==> config.mk <==
export PLATFORM = sky130hd
export DESIGN_NAME = ps2_host_tx
export DESIGN_NICKNAME = d
export VERILOG_FILES = /design/src/rtl/ps2_host_tx.sv
export SDC_FILE = /design/constraint.sdc
export NUM_CORES = 1
export LEC_CHECK = 0
export ABC_AREA = 1
export ABC_CLOCK_PERIOD_IN_PS = 4250
export BUFFER_PORTS_ARGS = -buffer_cell sky130_fd_sc_hd__buf_2
export CORE_UTILIZATION = 65
export DETAILED_ROUTE_END_ITERATION = 10
export PLACE_DENSITY = 0.87
export SYNTH_ARGS = -nofsm -noshare
export SYNTH_HDL_FRONTEND = slang
export SYNTH_SLANG_ARGS = --single-unit
==> constraint.sdc <==
create_clock -name clk -period 4.25 [get_ports clk]
set_clock_uncertainty 0.2 [all_clocks]
set_input_delay 0.2125 -clock clk [delete_from_list [all_inputs] [get_ports clk]]
set_output_delay 0.2125 -clock clk [all_outputs]
set_load 0.03 [all_outputs]
==> src/rtl/ps2_host_tx.sv <==
// Host-to-device PS/2 transmitter: inhibit, request-to-send, then shifts one
// command byte (odd parity) on device clock edges and checks the device ack.
`timescale 1ns/1ps

module ps2_host_tx #(
    parameter int INHIBIT_CYCLES = 6000,
    parameter int START_TIMEOUT  = 750000,
    parameter int PACKET_TIMEOUT = 100000,
    parameter int TIMER_W        = 20
) (
    input  logic       clk,
    input  logic       reset,
    input  logic [7:0] tx_data,
    input  logic       tx_start,
    output logic       tx_busy,
    output logic       tx_done,
    output logic       tx_error,
    input  logic       ps2_clk_in,
    input  logic       ps2_dat_in,
    output logic       ps2_clk_oe,
    output logic       ps2_dat_oe
);

    typedef enum logic [2:0] {
        IDLE,
        INHIBIT,
        RTS,
        SHIFT,
        ACK,
        WAIT_IDLE
    } state_t;

    localparam logic [TIMER_W-1:0] INH_LAST    = TIMER_W'(INHIBIT_CYCLES - 1);
    localparam logic [TIMER_W-1:0] INH_PRE     = TIMER_W'(INHIBIT_CYCLES - 2);
    localparam logic [TIMER_W-1:0] START_LAST  = TIMER_W'(START_TIMEOUT - 1);
    localparam logic [TIMER_W-1:0] PACKET_LAST = TIMER_W'(PACKET_TIMEOUT - 1);
    localparam logic [TIMER_W-1:0] TIMER_MAX   = '1;

    state_t             state_q, state_d;
    logic [TIMER_W-1:0] timer_q, timer_d;
    logic [3:0]         bitcnt_q, bitcnt_d;
    logic [8:0]         shreg_q, shreg_d;
    logic               clk_oe_q, clk_oe_d;
    logic               dat_oe_q, dat_oe_d;
    logic               busy_q, busy_d;
    logic               done_q, done_d;
    logic               error_q, error_d;
    logic               clk_meta_q, clk_sync_q, clk_prev_q;
    logic               dat_meta_q, dat_sync_q;
    logic               fall;
    logic               fail;

    assign fall = clk_prev_q & ~clk_sync_q;

    always_comb begin
        state_d  = state_q;
        timer_d  = (timer_q == TIMER_MAX) ? timer_q : timer_q + 1'b1;
        bitcnt_d = bitcnt_q;
        shreg_d  = shreg_q;
        clk_oe_d = clk_oe_q;
        dat_oe_d = dat_oe_q;
        busy_d   = busy_q;
        done_d   = 1'b0;
        error_d  = 1'b0;
        fail     = 1'b0;

        case (state_q)
            IDLE: begin
                clk_oe_d = 1'b0;
                dat_oe_d = 1'b0;
                busy_d   = 1'b0;
                if (tx_start) begin
                    shreg_d  = {~^tx_data, tx_data};
                    timer_d  = '0;
                    bitcnt_d = '0;
                    clk_oe_d = 1'b1;
                    busy_d   = 1'b1;
                    state_d  = INHIBIT;
                end
            end
            INHIBIT: begin
                if (timer_q == INH_LAST) begin
                    clk_oe_d = 1'b0;
                    dat_oe_d = 1'b1;
                    timer_d  = '0;
                    state_d  = RTS;
                end else if (timer_q == INH_PRE) begin
                    // Start bit goes out in the final inhibit cycle.
                    dat_oe_d = 1'b1;
                end
            end
            RTS: begin
                if (fall) begin
                    dat_oe_d = ~shreg_q[0];
                    bitcnt_d = 4'd1;
                    timer_d  = '0;
                    state_d  = SHIFT;
                end else if (timer_q >= START_LAST) begin
                    fail = 1'b1;
                end
            end
            SHIFT: begin
                if (timer_q >= PACKET_LAST) begin
                    fail = 1'b1;
                end else if (fall) begin
                    bitcnt_d = bitcnt_q + 4'd1;
                    if (bitcnt_q == 4'd9) begin
                        dat_oe_d = 1'b0;
                        state_d  = ACK;
                    end else begin
                        dat_oe_d = ~shreg_q[bitcnt_q];
                    end
                end
            end
            ACK: begin
                if (timer_q >= PACKET_LAST) begin
                    fail = 1'b1;
                end else if (fall) begin
                    if (dat_sync_q) fail = 1'b1;
                    else            state_d = WAIT_IDLE;
                end
            end
            WAIT_IDLE: begin
                if (timer_q >= PACKET_LAST) begin
                    fail = 1'b1;
                end else if (clk_sync_q && dat_sync_q) begin
                    done_d  = 1'b1;
                    busy_d  = 1'b0;
                    state_d = IDLE;
                end
            end
            default: begin
                state_d = IDLE;
            end
        endcase

        if (fail) begin
            clk_oe_d = 1'b0;
            dat_oe_d = 1'b0;
            busy_d   = 1'b0;
            error_d  = 1'b1;
            state_d  = IDLE;
        end
    end

    // NOTE: the async reset clears the output enables directly, so a reset
    // mid-packet releases both lines without waiting for a clock edge.
    always_ff @(posedge clk or posedge reset) begin
        if (reset) begin
            state_q    <= IDLE;
            timer_q    <= '0;
            bitcnt_q   <= '0;
            shreg_q    <= '0;
            clk_oe_q   <= 1'b0;
            dat_oe_q   <= 1'b0;
            busy_q     <= 1'b0;
            done_q     <= 1'b0;
            error_q    <= 1'b0;
            clk_meta_q <= 1'b1;
            clk_sync_q <= 1'b1;
            clk_prev_q <= 1'b1;
            dat_meta_q <= 1'b1;
            dat_sync_q <= 1'b1;
        end else begin
            state_q    <= state_d;
            timer_q    <= timer_d;
            bitcnt_q   <= bitcnt_d;
            shreg_q    <= shreg_d;
            clk_oe_q   <= clk_oe_d;
            dat_oe_q   <= dat_oe_d;
            busy_q     <= busy_d;
            done_q     <= done_d;
            error_q    <= error_d;
            clk_meta_q <= ps2_clk_in;
            clk_sync_q <= clk_meta_q;
            clk_prev_q <= clk_sync_q;
            dat_meta_q <= ps2_dat_in;
            dat_sync_q <= dat_meta_q;
        end
    end

    assign tx_busy    = busy_q;
    assign tx_done    = done_q;
    assign tx_error   = error_q;
    assign ps2_clk_oe = clk_oe_q;
    assign ps2_dat_oe = dat_oe_q;

endmodule

Yosys cells after proc, flatten, opt, wreduce, memory -nomap -nowiden
Cells that the tools add are included.
Widths: inputs -> output; s select.

storage, ports and cells
  word-level logic and storage cells = 114
  input bits = 13
  register bits = 46
  output and inout bits = 5

operators by class
  order comparisons = 3
  reduce and logical (&&, ||, !) cells = 14
  mux-type cells = 52
  $add $sub $neg = 2
  eq/ne operators = 25
  bitwise operators = 4

operators with widths
  cell                   count
  $mux 20                4
  $pmux 20 s3            1
  $eq 20x13->1 const B   2
  $mux 3                 12
  $ne 3x3->1 const B     11
  $mux 1                 24
  $add 20x1->20 const B  1
  $eq 20x20->1 const B   1
  $ge 20x17->1 const B   1
  $ge 20x20->1 const B   1
  $pmux 3 s6             1
  $mux 4                 4
  $pmux 4 s3             1
  $reduce_and 11->1      1
  $reduce_and 5->1       2
  $reduce_bool 3->1      3
  $ne 2x2->1 const B     4
  $reduce_xnor 8->1      1
  $eq 3x2->1 const B     2
  $eq 3x3->1 const B     2
  $lt 4x5->1 const B     1
  $reduce_bool 5->1      1
  $add 4x1->4 const B    1
  $bmux 1 s4             1
  13 further kinds       17

Depth between registers and ports, before layout
  depth after elaboration = 8
  gate-level depth with buffers = 14
  depth with buffers taken out = 14

Worst setup path after synthesis
OpenSTA, ideal clock, no wires.

  path kind = register -> register
  start = reg timer_q[1]
  end = reg timer_q[4]
  data arrival time = 1586 ps
  cell stages (with the launch flop) = 11
  setup time = 73 ps
  setup slack = 2390 ps
  data required time = 3977 ps
  buffers on the path = 0
  period minus slack after synthesis = 1860 ps
  path through = dfrtp_1 -> ha_1 -> nand3_2 -> inv_2 -> nand2_2 -> nor2_4 -> nand4_4 -> or2_4 -> nand3_1 -> nand2_1 -> a21oi_2

on the way
  longest elaborated chain between the ends = 4
  elaborated cells between the ends (all ways) = 8
  those cells by class = add/sub (1); eq/ne (2); mux (5)

RTL lines
  item                                           line        source
  start: declaration                             40          logic [TIMER_W-1:0] timer_q, timer_d;
  start signal: assignment                       166         timer_q <= timer_d;
  $add 20x1->20 or $eq 20x20->1 (tied branches)  57          timer_d = (timer_q == TIMER_MAX) ? timer_q : timer_q + 1'b1;
  $mux 20                                        57
  $mux 20 (on tied branches)                     93, 72, 82
  $pmux 20 s3 (*)                                67          case (state_q)
  via timer_d[4]                                 40

The timed path passes the listed nets; every way through them passes the cells marked *.
A chain may end at the register's enable or synchronous reset.

Final worst setup path
  start = reg timer_q[1]
  end = reg timer_q[0]

on the way
  longest elaborated chain between the ends = 4
  elaborated cells between the ends (all ways) = 7
  those cells by class = eq/ne (2); mux (5)

RTL lines
  item                        line
  $eq 20x20->1                57
  $mux 20                     57
  $mux 20 (on tied branches)  93, 72, 82
  $pmux 20 s3 (*)             67
  via timer_d[0]              40

Marked as above.

==> qor.txt <==
post-synthesis sequential area ratio -> 38.57%
DRC Markers -> 0
capturing point of the worst reg2reg path -> timer_q[0]
clock sink total -> 46
Final Hold Vio Count -> 0
Setup Viol. Count Final -> 0
nets@finish -> 471
path depth of the worst reg2reg path -> 9
Initial Utilization -> 68.44%
final hold slack -> 0.04683 ns
met2 Use GR -> 48.29%
die height -> 69.94 µm
top cell type's share of synthesized area -> 34.20%
critical path type -> register to register
Slew Limit Headroom -> 39.63%
vias per cell -> 5.624
die area -> 4892 µm²
Num CTS Buffers -> 5
largest net degree at the start of global routing -> 47
wire per inst -> 14.59 µm
Netlist cell types -> 35
vias in the first global route -> 2630
final worst-path cycle share -> 55.30%
Cells on Worst Hold Path -> 4
Top Ports -> 18
H-tree Lvls -> 2
first-pass GRT wire length -> 12.21 mm
Power Dens Cells -> 255.9 nW/µm²
deepest clock path buffer count -> 2
setup TNS -> 0 ns
Synth area leader -> dfrtp_1
Total Power -> 849.3 µW
final worst setup slack -> 1.900 ns
Tmin final -> 2.350 ns
RSZ-0062 raised after global routing -> no
clk slew on worst S/H paths -> 0.09 ns
Setup crit end kind -> register
Worst Hold Class -> primary input to register
grt met3 use -> 6.349%
initial antenna violation count -> 0
synthesized flop and latch total -> 46
router iterations before antenna repair -> 5
grt total ovfl -> 0
WP data required -> 4.26 ns
Initial DRC Count -> 307
Worst-Margin Slew -> 0.9043 ns
worst skew pair latency -> 0.30 ns
post-synthesis cell count -> 428
Total Routing Usage GR -> 31.96%
diode count -> 0
Post-DRT Antenna Nets -> 0
busiest grt layer -> met2
post-synth design cell area -> 3000 µm²
Pleak -> 0.001747 µW
Root Driver -> clkbuf_8
port buffer count -> 17
Area growth, synth to finish -> 10.59%
WHS Endpoint -> timer_q[7]
Fmax -> 0.4255 GHz
dpl hpwl -> 5.154 mm
CTS resizes -> 0
crit-path max FO -> 11
R2R Setup Slk -> 1.90 ns
Slew Viols, Final -> 0
max_cap viols -> 0
status -> finished, final reports clean
Hold Crit Start -> tx_start
syn nets -> 446
CTS tree -> done
Die Width -> 69.94 µm
VDD IR-drop max -> 0.2032 mV
launching point of the worst reg2reg path -> timer_q[1]
most frequent cells in the layout -> nand2_1, nor2_1, inv_1
GR Layer Usage met1 -> 45.96%
Syn. warnings -> 0
Worst EP arrival -> 2.36 ns
Place WS -> 1.974 ns
GPL Wtd Cong -> 0.9536
CP Launch Type -> register
share of cells above drive strength 1 -> 13.02%
top cells by area, synth -> dfrtp_1, nand2_1, nand3_1
Via Count -> 2840
# fillers -> 331
Post-Route WL -> 7.370 mm
std cell rows -> 24
most common cell after layout, fill and taps aside -> nand2_1
syn avg cell area -> 7.010 µm²
core footprint -> 4384 µm²
==> area by class of cell <==
cell class / count / area, µm² / area share (%)
clock inverter: 1 / 30.03 / 0.9050
tap: 52 / 65.06 / 1.961
multi-input combinational: 308 / 1548 / 46.64
sequential: 46 / 1157 / 34.88
timing repair buffer: 28 / 195.2 / 5.882
inverter: 64 / 240.2 / 7.240
clock buffer: 6 / 82.58 / 2.489
==> per-stage QoR <==
| step | instance area [µm²] | util (%) | std cells |
|---|---|---|---|
| 2_1_floorplan | 3000 | - | 428 |
| 3_3_place_gp | 3095 | 70.60 | 487 |
| 3_5_place_dp | 3095 | 70.60 | 487 |
| 4_1_cts | 3318 | 75.68 | 505 |
| 5_1_grt | 3318 | 75.68 | 505 |
| 6_report | 3318 | 75.68 | 505 |
==> synth_stat cells <==
cell      number
nand2_1      109
nor2_1        56
inv_1         52
nand3_1       43
dfrtp_1       41
o21ai_1       16
xor2_1        14
inv_2         11
nor3_1         9
o21ai_0        9
buf_2          8
a21oi_1        7
nand4_1        7
nor2_2         6
xnor2_1        6
dfstp_2        5
ha_1           5
nand2_2        4
a31oi_1        3
nor4_1         2
a211oi_1       1
a211oi_2       1
a21boi_1       1
a21oi_2        1
and3_1         1
buf_6          1
clkbuf_1       1
clkinv_1       1
nand3_2        1
nand4_4        1
nor2_4         1
nor3_2         1
nor3b_1        1
nor4_4         1
or2_4          1
==> report_power, final <==
group	leakage (µW)	total [µW]	internal, µW	switching [µW]
Combinational	0.00112	55.9	24.5	31.4
Clock	0.0000573	339	188	151
Sequential	0.000566	454	449	4.96
==> critical path, cell delays in order, from the launching register on <==
cell and delay [ns]:
dfrtp_1 0.41, ha_1 0.25, nand3_2 0.15, inv_2 0.14, nand2_2 0.12, nor4_4 0.22, nand2_1 0.33, clkinv_1 0.22
nor2_1 0.06, nor3_1 0.14
==> worst max-delay path by stage <==
stage	start	slack [ns]	depth (start not counted)	end
6_report	timer_q[1]	1.90	9	timer_q[0]
5_1_grt	timer_q[1]	1.74	9	timer_q[0]
4_1_cts	timer_q[1]	1.95	9	timer_q[0]
3_5_place_dp	timer_q[0]	1.97	9	timer_q[17]
3_3_place_gp	timer_q[0]	2.09	9	timer_q[16]
2_1_floorplan	timer_q[1]	2.39	10	timer_q[4]
==> metal layers <==
layer / vias up / share of wire (%)
met1: 1291 / 45
met5: - / 0
met2: 136 / 44
met3: 16 / 8.6
met4: 0 / 1.9
li1: 1397 / -
==> sequential cells by signal, summed over array words and instances, names as in the netlist <==
| register | flops |
|---|---|
| dat_meta_q | 1 |
| timer_q | 20 |
| tx_busy | 1 |
| clk_prev_q | 1 |
| state_q | 3 |
| dat_sync_q | 1 |
| tx_error | 1 |
| tx_done | 1 |
| bitcnt_q | 4 |
| clk_sync_q | 1 |
| ps2_clk_oe | 1 |
| clk_meta_q | 1 |
| ps2_dat_oe | 1 |
| shreg_q | 9 |
==> logic make-up (layout without fill, tap and decap cells) <==
logic type / after synthesis / count (layout) / synth area share, %
AND/OR/NAND/NOR: 244 / 244 / 36.49
XOR/XNOR: 20 / 20 / 5.838
buffers and inverters: 74 / 99 / 9.841
adder cells (fa/ha/maj): 5 / 5 / 2.085
AO/OA/AOI/OAI: 39 / 39 / 7.173
flip-flops: 46 / 46 / 38.57
==> repair_timing <==
item / in CTS / in global routing
hold buffers: 11 / 0
buffers inserted: 0 / 0
endpoints found under the setup margin: 0 / 0
hold endpoints to repair: 51 / 0
Note: power is estimated with default switching activity, not from simulation.
